### src/rtl/timer_sched.sv
// Shares a single countdown timer core among NUM_REQ requesters with round-robin grant,
// cancel/abort handling and a one-cycle done pulse back to the owning requester.
module timer_sched #(
    parameter int unsigned NUM_REQ = 4,
    parameter int unsigned ID_W    = 2
) (
    input  logic                    clk_i,
    input  logic                    rst_i,
    input  logic [NUM_REQ-1:0]      req_i,
    input  logic [32*NUM_REQ-1:0]   req_ticks_i,
    input  logic [NUM_REQ-1:0]      cancel_i,
    input  logic [31:0]             prescaler_i,
    output logic [NUM_REQ-1:0]      done_o,
    output logic                    aborted_o,
    output logic                    busy_o,
    output logic [ID_W-1:0]         grant_id_o,
    output logic [31:0]             core_prescaler_init_o,
    output logic [31:0]             core_timer_init_o,
    output logic                    core_start_stop_o,
    input  logic                    core_ready_i,
    input  logic [31:0]             core_curr_timer_i,
    output logic [31:0]             curr_timer_o
);

    typedef enum logic [2:0] {
        StIdle,
        StGrant,
        StWaitBusy,
        StWaitDone,
        StStopWait,
        StComplete
    } state_e;

    state_e          state_q, state_d;
    logic [ID_W-1:0] rr_q, rr_d;
    logic [ID_W-1:0] grant_q, grant_d;
    logic [31:0]     tinit_q, tinit_d;
    logic [31:0]     pinit_q, pinit_d;
    logic            aborted_q, aborted_d;
    logic            cancel_pend_q, cancel_pend_d;

    logic            found;
    logic [ID_W-1:0] pick_id;
    logic [ID_W-1:0] rr_next;
    logic            owner_cancel;
    logic            start_stop;

    // First requesting index at or after the round-robin pointer, wrapping at NUM_REQ.
    always_comb begin
        int unsigned idx;
        found   = 1'b0;
        pick_id = '0;
        idx     = 0;
        for (int unsigned i = 0; i < NUM_REQ; i++) begin
            idx = (32'(rr_q) + i) % NUM_REQ;
            if (!found && req_i[idx]) begin
                found   = 1'b1;
                pick_id = ID_W'(idx);
            end
        end
        rr_next = ID_W'((32'(pick_id) + 32'd1) % NUM_REQ);
    end

    assign owner_cancel = cancel_i[grant_q];

    always_comb begin
        state_d       = state_q;
        rr_d          = rr_q;
        grant_d       = grant_q;
        tinit_d       = tinit_q;
        pinit_d       = pinit_q;
        aborted_d     = aborted_q;
        cancel_pend_d = cancel_pend_q;
        start_stop    = 1'b0;
        unique case (state_q)
            StIdle: begin
                if (found) begin
                    grant_d       = pick_id;
                    tinit_d       = req_ticks_i[32*pick_id +: 32];
                    pinit_d       = prescaler_i;
                    aborted_d     = 1'b0;
                    cancel_pend_d = 1'b0;
                    rr_d          = rr_next;
                    state_d       = StGrant;
                end
            end
            StGrant: begin
                if (owner_cancel) cancel_pend_d = 1'b1;
                if (tinit_q == '0) begin
                    state_d = StComplete;
                end else if (core_ready_i) begin
                    start_stop = 1'b1;
                    state_d    = StWaitBusy;
                end
            end
            StWaitBusy: begin
                if (owner_cancel) cancel_pend_d = 1'b1;
                if (!core_ready_i) state_d = StWaitDone;
            end
            StWaitDone: begin
                // Expiry takes priority over a cancel arriving in the same cycle.
                if (core_ready_i) begin
                    state_d = StComplete;
                end else if (owner_cancel || cancel_pend_q) begin
                    start_stop = 1'b1;
                    aborted_d  = 1'b1;
                    state_d    = StStopWait;
                end
            end
            StStopWait: begin
                if (core_ready_i) state_d = StComplete;
            end
            StComplete: begin
                state_d = StIdle;
            end
            default: begin
                state_d = StIdle;
            end
        endcase
    end

    always_ff @(posedge clk_i or posedge rst_i) begin
        if (rst_i) begin
            state_q       <= StIdle;
            rr_q          <= '0;
            grant_q       <= '0;
            tinit_q       <= '0;
            pinit_q       <= '0;
            aborted_q     <= 1'b0;
            cancel_pend_q <= 1'b0;
        end else begin
            state_q       <= state_d;
            rr_q          <= rr_d;
            grant_q       <= grant_d;
            tinit_q       <= tinit_d;
            pinit_q       <= pinit_d;
            aborted_q     <= aborted_d;
            cancel_pend_q <= cancel_pend_d;
        end
    end

    assign busy_o                = (state_q != StIdle);
    assign done_o                = (state_q == StComplete) ? (NUM_REQ'(1) << grant_q) : '0;
    assign aborted_o             = aborted_q;
    assign grant_id_o            = grant_q;
    assign core_timer_init_o     = tinit_q;
    assign core_prescaler_init_o = pinit_q;
    assign core_start_stop_o     = start_stop;
    assign curr_timer_o          = busy_o ? core_curr_timer_i : 32'd0;

endmodule

### config.mk
export PLATFORM = sky130hd
export DESIGN_NAME = timer_sched
export DESIGN_NICKNAME = d
export VERILOG_FILES = /design/src/rtl/timer_sched.sv
export SDC_FILE = /design/constraint.sdc
export NUM_CORES = 1
export LEC_CHECK = 0
export BUFFER_PORTS_ARGS = -buffer_cell sky130_fd_sc_hd__buf_2
export CAP_MARGIN = 40
export CORE_AREA = 2 2 121 123
export DETAILED_ROUTE_END_ITERATION = 10
export DIE_AREA = 0 0 123 125
export PLACE_DENSITY = 0.61
export SYNTH_ARGS = -nofsm -noshare
export SYNTH_HDL_FRONTEND = slang
export SYNTH_SLANG_ARGS = --single-unit
### constraint.sdc
create_clock -name clk_i -period 5.9 [get_ports clk_i]
set_input_delay 0.885 -clock clk_i [delete_from_list [all_inputs] [get_ports clk_i]]
set_output_delay 0.885 -clock clk_i [all_outputs]
set_load 0.01 [all_outputs]
* Word-level counts from Yosys, hierarchy flattened
Index checks and enable logic that the tools add are counted.
** Operators by class
- Magnitude comparators :: 5
- Reductions and logical operators :: 17
- Shift operators :: 2
- Mux-type cells :: 39
- Add/sub/neg operators :: 4
- Equality and inequality tests :: 13
** Operator list (number)
- 128-bit by 8-bit indexed part select with 32-bit output :: 1
- 32-bit zero test :: 1
- 32-bit 2-to-1 mux :: 1
- 3-bit 2-to-1 mux :: 7
- 1-bit 2-to-1 mux :: 17
- 2-bit by 3-bit less-than comparator with 1-bit output, second input constant :: 5
- 3-bit one-hot mux with 5 select lines :: 1
- 1-bit binary-select mux with 2-bit select :: 5
- 2-bit inequality test, second input constant :: 5
- 2-bit 2-to-1 mux :: 4
- 3-bit by 2-bit equality test with 1-bit output, second input constant :: 2
- 3-bit equality test, second input constant :: 2
- 3-bit inequality test, second input constant :: 2
- 1-bit one-hot mux with 2 select lines :: 3
- 5-bit AND reduction :: 1
- 2-bit by 1-bit adder with 2-bit output, second input constant :: 2
- 2-bit adder, second input constant :: 2
- 4-bit 2-to-1 mux :: 1
- 4-bit AND reduction :: 1
- 2-bit nonzero test :: 2
- 1-bit by 2-bit << shifter with 4-bit output, first input constant :: 1
- 3-bit by 1-bit equality test with 1-bit output, second input constant :: 1
- 1-bit logical AND :: 3
- 1-bit zero test :: 3
- other kinds (7) :: 7
** Storage, ports and cells
- Logic and storage cells :: 87
- Output and inout port bits :: 105
- Register bits :: 73

* Depth between registers and ports, before layout
Gate-level depths: netlist (run 1).
- Depth after elaboration :: 14
- Mapped depth :: 8
- Depth with buffers taken out :: 5

* Least setup slack after synthesis (run 1)
No wires, ideal clock.
- Kind :: input-to-output
- From :: input port cancel_i[3]
- To :: output port core_start_stop_o
- Slack :: 3.212 ns
- Cell stages on the path :: 4
- Path buffers :: 0
- Data required time :: 5.015 ns
- Data arrival time :: 1.803 ns
- Cell sequence :: mux4_2 or2_2 nand2_1 a21oi_1
** On the way
- Longest elaborated chain between the ends :: 6
** RTL lines
- start: declaration :: line 11 : input logic [NUM_REQ-1:0] cancel_i,
- 1-bit binary-select mux with 2-bit select :: line 64 : assign owner_cancel = cancel_i[grant_q];
- 1-bit 2-to-1 mux (implied by the code) :: line 64
- 1-bit logical OR :: line 104 : end else if (owner_cancel || cancel_pend_q) begin
- 1-bit 2-to-1 mux :: line 104
- 1-bit 2-to-1 mux :: line 102 : if (core_ready_i) begin
- 1-bit one-hot mux with 2 select lines :: line 75 : unique case (state_q)
- end: declaration :: line 19 : output logic core_start_stop_o,
Every way passes these cells. The select of a mux whose other input is x is not followed.

* Worst setup path after layout (run 1)
- From :: register state_q[1]
- To :: register tinit_q[30] (netlist: core_timer_init_o[30])
** On the way
- Longest elaborated chain between the ends :: 2
** RTL lines
- start: declaration :: line 34 : state_e state_q, state_d;
- start signal: assignment :: line 124 : state_q <= StIdle;
- start signal: assignment :: line 132 : state_q <= state_d;
- 3-bit zero test :: line 75
- 2-bit AND reduction (no source line)
- end signal: assignment :: line 135 : tinit_q <= tinit_d;
- end: declaration :: line 37 : logic [31:0] tinit_q, tinit_d;
Every way passes these cells.
A chain may end at the register's enable or synchronous reset.

==> results of run 1 <==
## power breakdown
| group | internal (mW) | switching, mW | total (mW) |
|---|---|---|---|
| Combinational | 0.692 | 1.02 | 1.72 |
| Clock | 0.299 | 0.219 | 0.517 |
| Sequential | 0.759 | 0.196 | 0.955 |
## state kept, by name (all words and copies together) (netlist names)
register,cells
aborted_o,1
cancel_pend_q,1
core_prescaler_init_o,32
core_timer_init_o,32
grant_id_o,2
rr_q,2
state_q,3
## Yosys cell counts (3+ instances only)
cell type                  number  area [sq um]
sky130_fd_sc_hd__a221oi_1       4          35.0
sky130_fd_sc_hd__nor4_1         9          56.3
sky130_fd_sc_hd__buf_1          8          30.0
sky130_fd_sc_hd__mux2i_1       32           320
sky130_fd_sc_hd__a21oi_1        8          40.0
sky130_fd_sc_hd__o21ai_0        8          40.0
sky130_fd_sc_hd__inv_1          7          26.3
sky130_fd_sc_hd__nor2b_1       35           219
sky130_fd_sc_hd__a211oi_1      32           240
sky130_fd_sc_hd__buf_2          4          20.0
sky130_fd_sc_hd__and2_1        32           200
sky130_fd_sc_hd__clkbuf_1      20          75.1
sky130_fd_sc_hd__nor2_1        45           169
sky130_fd_sc_hd__nand2_1      104           390
sky130_fd_sc_hd__buf_6          3          33.8
sky130_fd_sc_hd__nand2b_1       3          18.8
sky130_fd_sc_hd__dfrtp_1       73          1830
sky130_fd_sc_hd__a221oi_2      28           420
## metal layers
metal	share of wire, %	up-vias	wire length [um]	GRT usage, %
met5	0	-	0	0
met4	1.4	0	195	4.95
met3	8.1	15	1160	4.43
met2	46	191	6630	28.9
met1	44	2006	6360	24.7
li1	-	2277	-	-
## final cells by class
cell class,instances,share of cell area [%]
clock buffers,11,3.81
repair buffers,316,25.8
inverters,7,0.432
well taps,184,3.61
multi-input cells,365,37.1
flip-flops and latches,73,28.7
clock inverters,5,0.589
## cells by family after synthesis
group,count (synthesis)
AO/OA/AOI/OAI,89
buffers and inverters,43
flip-flops,73
multiplexers,33
AND/OR/NAND/NOR,243
## path summary, 6_finish.rpt
kind                                                   to  slack [ns]  cells past startpoint
worst min-delay path            core_prescaler_init_o[28]        0.47                      2
worst max register to register      core_timer_init_o[30]        2.48                      7
worst min register to register  core_prescaler_init_o[28]        0.47                      2
max in group asynchronous           core_timer_init_o[16]        4.64                      4
min in group asynchronous        core_prescaler_init_o[7]        0.66                      3
worst max-delay path                core_timer_init_o[30]        2.48                      7
## worst reg2reg max path: stages, from the launching register on
cell and delay [ns]:
sky130_fd_sc_hd__dfrtp_1 0.48, sky130_fd_sc_hd__or3_1 0.74, sky130_fd_sc_hd__or2_1 0.36, sky130_fd_sc_hd__buf_4 0.26, sky130_fd_sc_hd__or4_2 0.88, sky130_fd_sc_hd__buf_12 0.25
sky130_fd_sc_hd__a221oi_1 0.24, sky130_fd_sc_hd__a211oi_1 0.07
## per-stage QoR
| step | util (%) | hold WS [ns] |
|---|---|---|
| finish | 44.8 | 0.468 |
| global route | 44.8 | 0.483 |
| CTS | 44.8 | 0.472 |
| detailed placement | 42.9 | 0.456 |
| global placement | 42.4 | 0.454 |
| floorplan | - | 0.499 |
==> Flow_metrics.wiki, run 1 <==
{| class="wikitable"
! Metric !! Value
|-
| Run status || finished clean
|-
| Max-slew violation count || 0
|-
| Routed wire length per instance || about 15 um
|-
| Max Fclk || 0.293 GHz
|-
| Final RePlAce weighted congestion || between 0.8 and 0.9
|-
| Warnings, synthesis || 0
|-
| Post-layout power || 3.19 mW
|-
| Top library cells by usage in the layout, fill and taps aside || 307 x sky130_fd_sc_hd__buf_2, 103 x sky130_fd_sc_hd__nand2_1, 73 x sky130_fd_sc_hd__dfrtp_1, 42 x sky130_fd_sc_hd__nor2_1, 35 x sky130_fd_sc_hd__nor2b_1
|-
| XOR/XNOR Fraction of Synth Area || 0%
|-
| Fraction of the mapped netlist area in compound gates || 19.3%
|-
| Post-CTS Setup Repair Bufs || 0
|-
| Portion of the post-synthesis area used by sequential elements || a little over two fifths
|-
| Net Count, Synth || around 680
|-
| Main synth FF type || sky130_fd_sc_hd__dfrtp_1
|-
| Antenna viol nets, final || 0
|-
| Critical Path AT || 3.60 ns
|-
| Hold_sp || core_prescaler_init_o[28]
|-
| Areal power density over the cells || about 500 mW/mm^2
|-
| Number of setup violations in the final report || 0
|-
| 1st-pass router iterations || 5
|-
| Ratio of cells with drive above 1 in the final layout || 47.4%
|-
| Vias in the first global route || about 4,300
|-
| Routed WL || 14.3 mm
|-
| Clock transition at path regs || 0.06 ns
|-
| Worst IR drop on VDD || 0.000171 V
|-
| Area used by multi-input combinational logic || about 0.0024 sq mm
|-
| Post-DP Area || 0.00609 sq mm
|-
| HPWL after detailed placement || 10.9 mm
|-
| Buffer levels on the longest clock path || 2
|-
| Startpoint of the most critical setup path || state_q[1]
|-
| Multiplexer share of the synthesized area || 7.87%
|-
| Post-Syn Instances || 481
|-
| Post-placement cell count || 945
|-
| Post-synthesis average cell area || just over 9 sq um
|-
| Post-detailed-route via-to-cell ratio || 4.67
|-
| Place WS || between 2 and 2.5 ns
|-
| Via count || 4,489
|-
| Synth Cell Area || 0.00436 sq mm
|-
| Latest clock arrival within the worst-skew pair || ~0.33 ns
|-
| Non-filler cells in the finished layout || 961
|-
| Kind of end point of the critical path || flip-flop
|-
| Number of different library cells in the post-synthesis netlist || 38
|-
| Required time at the endpoint of the critical path || 6.08 ns
|-
| Critical path launch point type || flip-flop
|-
| Hold Vio Cnt, Final || 0
|-
| RSZ-0062 raised after global routing || no
|-
| Die footprint || 0.0154 sq mm
|-
| Setup TNS Final || 0 ns
|-
| Sink Count || 73
|-
| Number of primary I/O pins || just over 300
|-
| Antenna violations before repair || 0
|-
| Clock tree skew after final layout || ~0.009 ns
|-
| Largest net degree at the start of global routing || around 50
|-
| Global-route usage over all layers || 18.2%
|-
| Starting density of the core || 30.7%
|-
| Slowest cell delay on critical path || 0.88 ns
|-
| CTS-repair resized insts || 0
|-
| Ordered list of cells on the worst path || or3_1 > or2_1 > buf_4 > or4_2 > buf_12 > a221oi_1 > a211oi_1
|-
| Cell with the largest stage delay on the worst path || sky130_fd_sc_hd__or4_2
|-
| Antenna diode count || 0
|-
| Die W || 123 um
|-
| Critical R2R Launch || state_q[1]
|-
| Buffers plus inverters on the worst setup path || 2
|-
| Core Box Area || 0.0142 sq mm
|-
| Most common library cell in the layout ignoring fill and taps || sky130_fd_sc_hd__buf_2
|-
| CTS tree || yes
|-
| Max FO, Critical Path || 39
|-
| Number of I/O port buffers || 307
|-
| Worst Max-Slew Pin Slew || ~0.84 ns
|-
| Total clock buffers created by CTS || 9
|-
| Area grow syn2layout || 46.2%
|-
| Number of flops mapped to enable cells by yosys || 0
|-
| Fraction of the mapped netlist area in simple logic gates || 26.5%
|-
| Number of register bits inferred by synthesis || 73
|-
| Leakage || 3.34 nW
|-
| Die span in y || 125 um
|-
| Core Rows || 44
|-
| Final cell area excluding filler cells || 0.00637 sq mm
|-
| Final critical delay including setup and external delays || 3.42 ns
|-
| Seq. cell area || 0.00183 sq mm
|-
| Max Cap Violations || 0
|-
| Final-layout fill cell count || 1,457
|-
| Rel. slew slack || a little over two fifths
|-
| DRC violations left || 0
|-
| Post-route setup slack || 2.48 ns
|-
| H-tree depth reported by CTS || 3
|-
| Number of nets at the end of the flow || 975
|-
| Crit Path Category || flip-flop to flip-flop
|-
| First-iteration detailed-routing DRC count || 207
|-
| Clock Tree Root || sky130_fd_sc_hd__clkbuf_16
|-
| Proportion of synthesized flip-flops having asynchronous set or reset || 100%
|-
| Kind of cell adding the most delay to the critical path || simple AND/OR/NAND/NOR gates
|-
| Hold buffer count at CTS || 0
|-
| Path type of the worst min-delay path || flip-flop to flip-flop
|-
| Post-synthesis adder-cell area fraction || 0%
|-
| Final global-route overflow total || 0
|-
| Combinational family with the most area after synthesis || simple AND/OR/NAND/NOR gates
|-
| Global-route wire length before repair || 22.3 mm
|-
| Share of the clock period used by the worst path after layout || between 50% and 60%
|}
Note: power is estimated with default switching activity, not from simulation.
==> inputs of run 2 (changes only) <==
--- a/config.mk
+++ b/config.mk
@@ -7,10 +7,10 @@
 export LEC_CHECK = 0
 export BUFFER_PORTS_ARGS = -buffer_cell sky130_fd_sc_hd__buf_2
 export CAP_MARGIN = 40
-export CORE_AREA = 2 2 121 123
+export CORE_AREA = 2 2 118 120
 export DETAILED_ROUTE_END_ITERATION = 10
-export DIE_AREA = 0 0 123 125
-export PLACE_DENSITY = 0.61
+export DIE_AREA = 0 0 120 122
+export PLACE_DENSITY = 0.64
 export SYNTH_ARGS = -nofsm -noshare
 export SYNTH_HDL_FRONTEND = slang
 export SYNTH_SLANG_ARGS = --single-unit
==> constraint.sdc (replaced) <==
create_clock -name clk_i -period 3.31 [get_ports clk_i]
set_input_delay 0.4965 -clock clk_i [delete_from_list [all_inputs] [get_ports clk_i]]
set_output_delay 0.4965 -clock clk_i [all_outputs]
set_load 0.01 [all_outputs]
==> run 2 against run 1 <==
Sequential power rose by 79%. Non-clock buffer count rose by 3. Wire length rose by 1.4%. Fmax rose by 27%. Register-to-register slack got worse by 1.9 ns. Worst setup slack got worse by 1.9 ns. First-iteration DRC count rose by 29%. Sequential share of layout area fell by 0.13 points. Final cell count fell by 0.10%. Power rose by 80%. Critical path depth fell by 1. Highest routed layer unchanged.
==> Flow_metrics.wiki, run 2 (same netlist as run 1, synthesis figures left out) <==
{| class="wikitable"
! Metric !! Value
|-
| Run status || finished clean
|-
| Antenna violations before repair || 0 (unchanged)
|-
| Max FO, Critical Path || 32 (-18%)
|-
| Hold_ws || 0.169 ns (-0.299 ns)
|-
| CTS tree || yes
|-
| Areal power density over the cells || 899 mW/mm^2 (+80%)
|-
| Area grow syn2layout || 46.9%
|-
| Number of primary I/O pins || 308 (unchanged)
|-
| Routed WL || 14.6 mm (+1.4%)
|-
| Register share of total power || 29.7% (-0.2 points)
|-
| Post-detailed-route via-to-cell ratio || 4.75 (+1.7%)
|-
| Buffer levels on the longest clock path || 2 (unchanged)
|-
| Number of setup violations in the final report || 0 (unchanged)
|-
| CTS-repair resized insts || 0 (unchanged)
|-
| Path type of the worst min-delay path || input port to async pin
|-
| Final cell area excluding filler cells || 0.00640 sq mm (+0.45%)
|-
| Clock network fraction of design power || 16.3% (about the same)
|-
| Core Box Area || 0.0135 sq mm (-4.9%)
|-
| Clock transition at path regs || 0.07 ns (about the same)
|-
| Core Rows || 43 (-2.3%)
|-
| Routed wire length per instance || 15.2 um (+1.5%)
|-
| Global-route usage over all layers || 19.5% (+1.3 points)
|-
| Antenna viol nets, final || 0 (unchanged)
|-
| Post-route setup slack || 0.628 ns (-1.85 ns)
|-
| Critical path launch point type || flip-flop
|-
| Crit Path Category || flip-flop to flip-flop
|-
| Top library cells by usage in the layout, fill and taps aside || 307 x sky130_fd_sc_hd__buf_2, 103 x sky130_fd_sc_hd__nand2_1, 73 x sky130_fd_sc_hd__dfrtp_1, 42 x sky130_fd_sc_hd__nor2_1, 35 x sky130_fd_sc_hd__nor2b_1
|-
| Clock tree skew after final layout || 0.00720 ns (-0.00202 ns)
|-
| Area used by multi-input combinational logic || 0.00236 sq mm (unchanged)
|-
| Critical Path AT || 2.88 ns (-0.72 ns)
|-
| Hold Vio Cnt, Final || 0 (unchanged)
|-
| Final core area utilization || 47.4% (+2.5 points)
|-
| Non-filler cells in the finished layout || 960 (-0.10%)
|-
| Clock Tree Root || sky130_fd_sc_hd__clkbuf_16
|-
| Antenna diode count || 0 (unchanged)
|-
| HPWL after detailed placement || 11.1 mm (+1.9%)
|-
| Final-layout fill cell count || 1,376 (-5.6%)
|-
| Cell with the largest stage delay on the worst path || sky130_fd_sc_hd__or4_2
|-
| Sink Count || 73 (unchanged)
|-
| RSZ-0062 raised after global routing || no
|-
| Starting density of the core || 32.3% (+1.6 points)
|-
| Final critical delay including setup and external delays || 2.68 ns (-0.737 ns)
|-
| Max Cap Violations || 0 (unchanged)
|-
| Part of the total power dissipated in combinational logic || 54.0% (+0.2 points)
|-
| Latest clock arrival within the worst-skew pair || 0.33 ns (about the same)
|-
| Number of I/O port buffers || 307 (unchanged)
|-
| Worst IR drop on VDD || 0.000323 V (+89%)
|-
| Die span in y || 122 um (-2.4%)
|-
| Place WS || 0.664 ns (-1.83 ns)
|-
| Share of the clock period used by the worst path after layout || 81.0% (+23 points)
|-
| Seq. cell area || 0.00183 sq mm (unchanged)
|-
| Final global-route overflow total || 0 (unchanged)
|-
| Total clock buffers created by CTS || 9 (unchanged)
|-
| Rel. slew slack || 62.8% (+19 points)
|-
| Leakage || 3.35 nW (+0.51%)
|-
| Net switching power of the design || 2.61 mW (+82%)
|-
| Post-layout power || 5.75 mW (+80%)
|-
| Die footprint || 0.0146 sq mm (-4.8%)
|-
| Post-DP Area || 0.00611 sq mm (+0.41%)
|-
| 1st-pass router iterations || 4 (-1)
|-
| Required time at the endpoint of the critical path || 3.51 ns (-2.57 ns)
|-
| Final RePlAce weighted congestion || 0.859 (+7.3%)
|-
| Ordered list of cells on the worst path || or3_1 > or2_1 > or4_2 > buf_4 > a221oi_1 > a211oi_1
|-
| Die W || 120 um (-2.4%)
|-
| Setup TNS Final || 0 ns (unchanged)
|-
| Post-CTS Setup Repair Bufs || 0 (unchanged)
|-
| Hold buffer count at CTS || 0 (unchanged)
|-
| Number of nets at the end of the flow || 978 (+0.31%)
|-
| Post-placement cell count || 944 (-0.11%)
|-
| Ratio of cells with drive above 1 in the final layout || 47.7% (+0.33 points)
|-
| Max-slew violation count || 0 (unchanged)
|-
| Via count || 4,561 (+1.6%)
|-
| Slowest cell delay on critical path || 0.69 ns (-0.19 ns)
|-
| Global-route wire length before repair || 22.5 mm (+1.2%)
|-
| Switching part of the total || 45.4% (+0.30 points)
|-
| Most common library cell in the layout ignoring fill and taps || sky130_fd_sc_hd__buf_2
|-
| Worst Max-Slew Pin Slew || 0.558 ns (-0.286 ns)
|-
| DRC violations left || 0 (unchanged)
|-
| Largest net degree at the start of global routing || 55 (+7.8%)
|-
| First-iteration detailed-routing DRC count || 266 (+29%)
|-
| Max Fclk || 0.373 GHz (+27%)
|-
| Vias in the first global route || 4,448 (+3.6%)
|-
| Cell-internal power || 3.14 mW (+79%)
|-
| H-tree depth reported by CTS || 3 (unchanged)
|-
| Kind of end point of the critical path || flip-flop
|}
[run 2: area by class of cell]
type / count / share of cell area, %
clock buffer: 9 / 3.52
clock inverter: 7 / 0.919
inverter: 7 / 0.430
multi-input combinational: 365 / 36.9
sequential: 73 / 28.6
tap: 180 / 3.52
timing repair buffer: 319 / 26.1
[run 2: power by group through the flow]
stage               clock network (mW)  registers [mW]  logic (mW)
floorplan                            0            1.83        1.81
global placement                     0            1.71        3.09
detailed placement                   0            1.72        3.16
CTS                              0.962            1.71        3.16
global route                     0.995            1.77        3.45
finish                           0.939            1.71        3.10
[run 2: worst paths after layout]
check                      slack [ns]  cells after the start                   endpoint                 startpoint
min                              0.17                      2      core_timer_init_o[24]                      rst_i
max in group asynchronous        2.32                      4  core_prescaler_init_o[13]                      rst_i
max                              0.63                      6      core_timer_init_o[29]                 state_q[1]
min reg2reg                      0.47                      2  core_prescaler_init_o[17]  core_prescaler_init_o[17]
min in group clk_i               0.35                      3  core_prescaler_init_o[29]            prescaler_i[29]
max reg2reg                      0.63                      6      core_timer_init_o[29]                 state_q[1]
[run 2: layer usage]
layer / up-vias / global-route usage (%) / part of all wire [%]
li1: 2283 / - / -
met1: 2041 / 24.5 / 42
met2: 215 / 32.6 / 48
met3: 22 / 5.34 / 8.2
met4: 0 / 6.62 / 2.0
met5: - / 0 / 0
[run 2: critical path: cells and delay by family, from the launching register on]
kind / cells / cell delay [ns]
compound gates: 2 / 0.37
buf+inv: 1 / 0.32
simple gates: 3 / 1.35
flops: 1 / 0.49
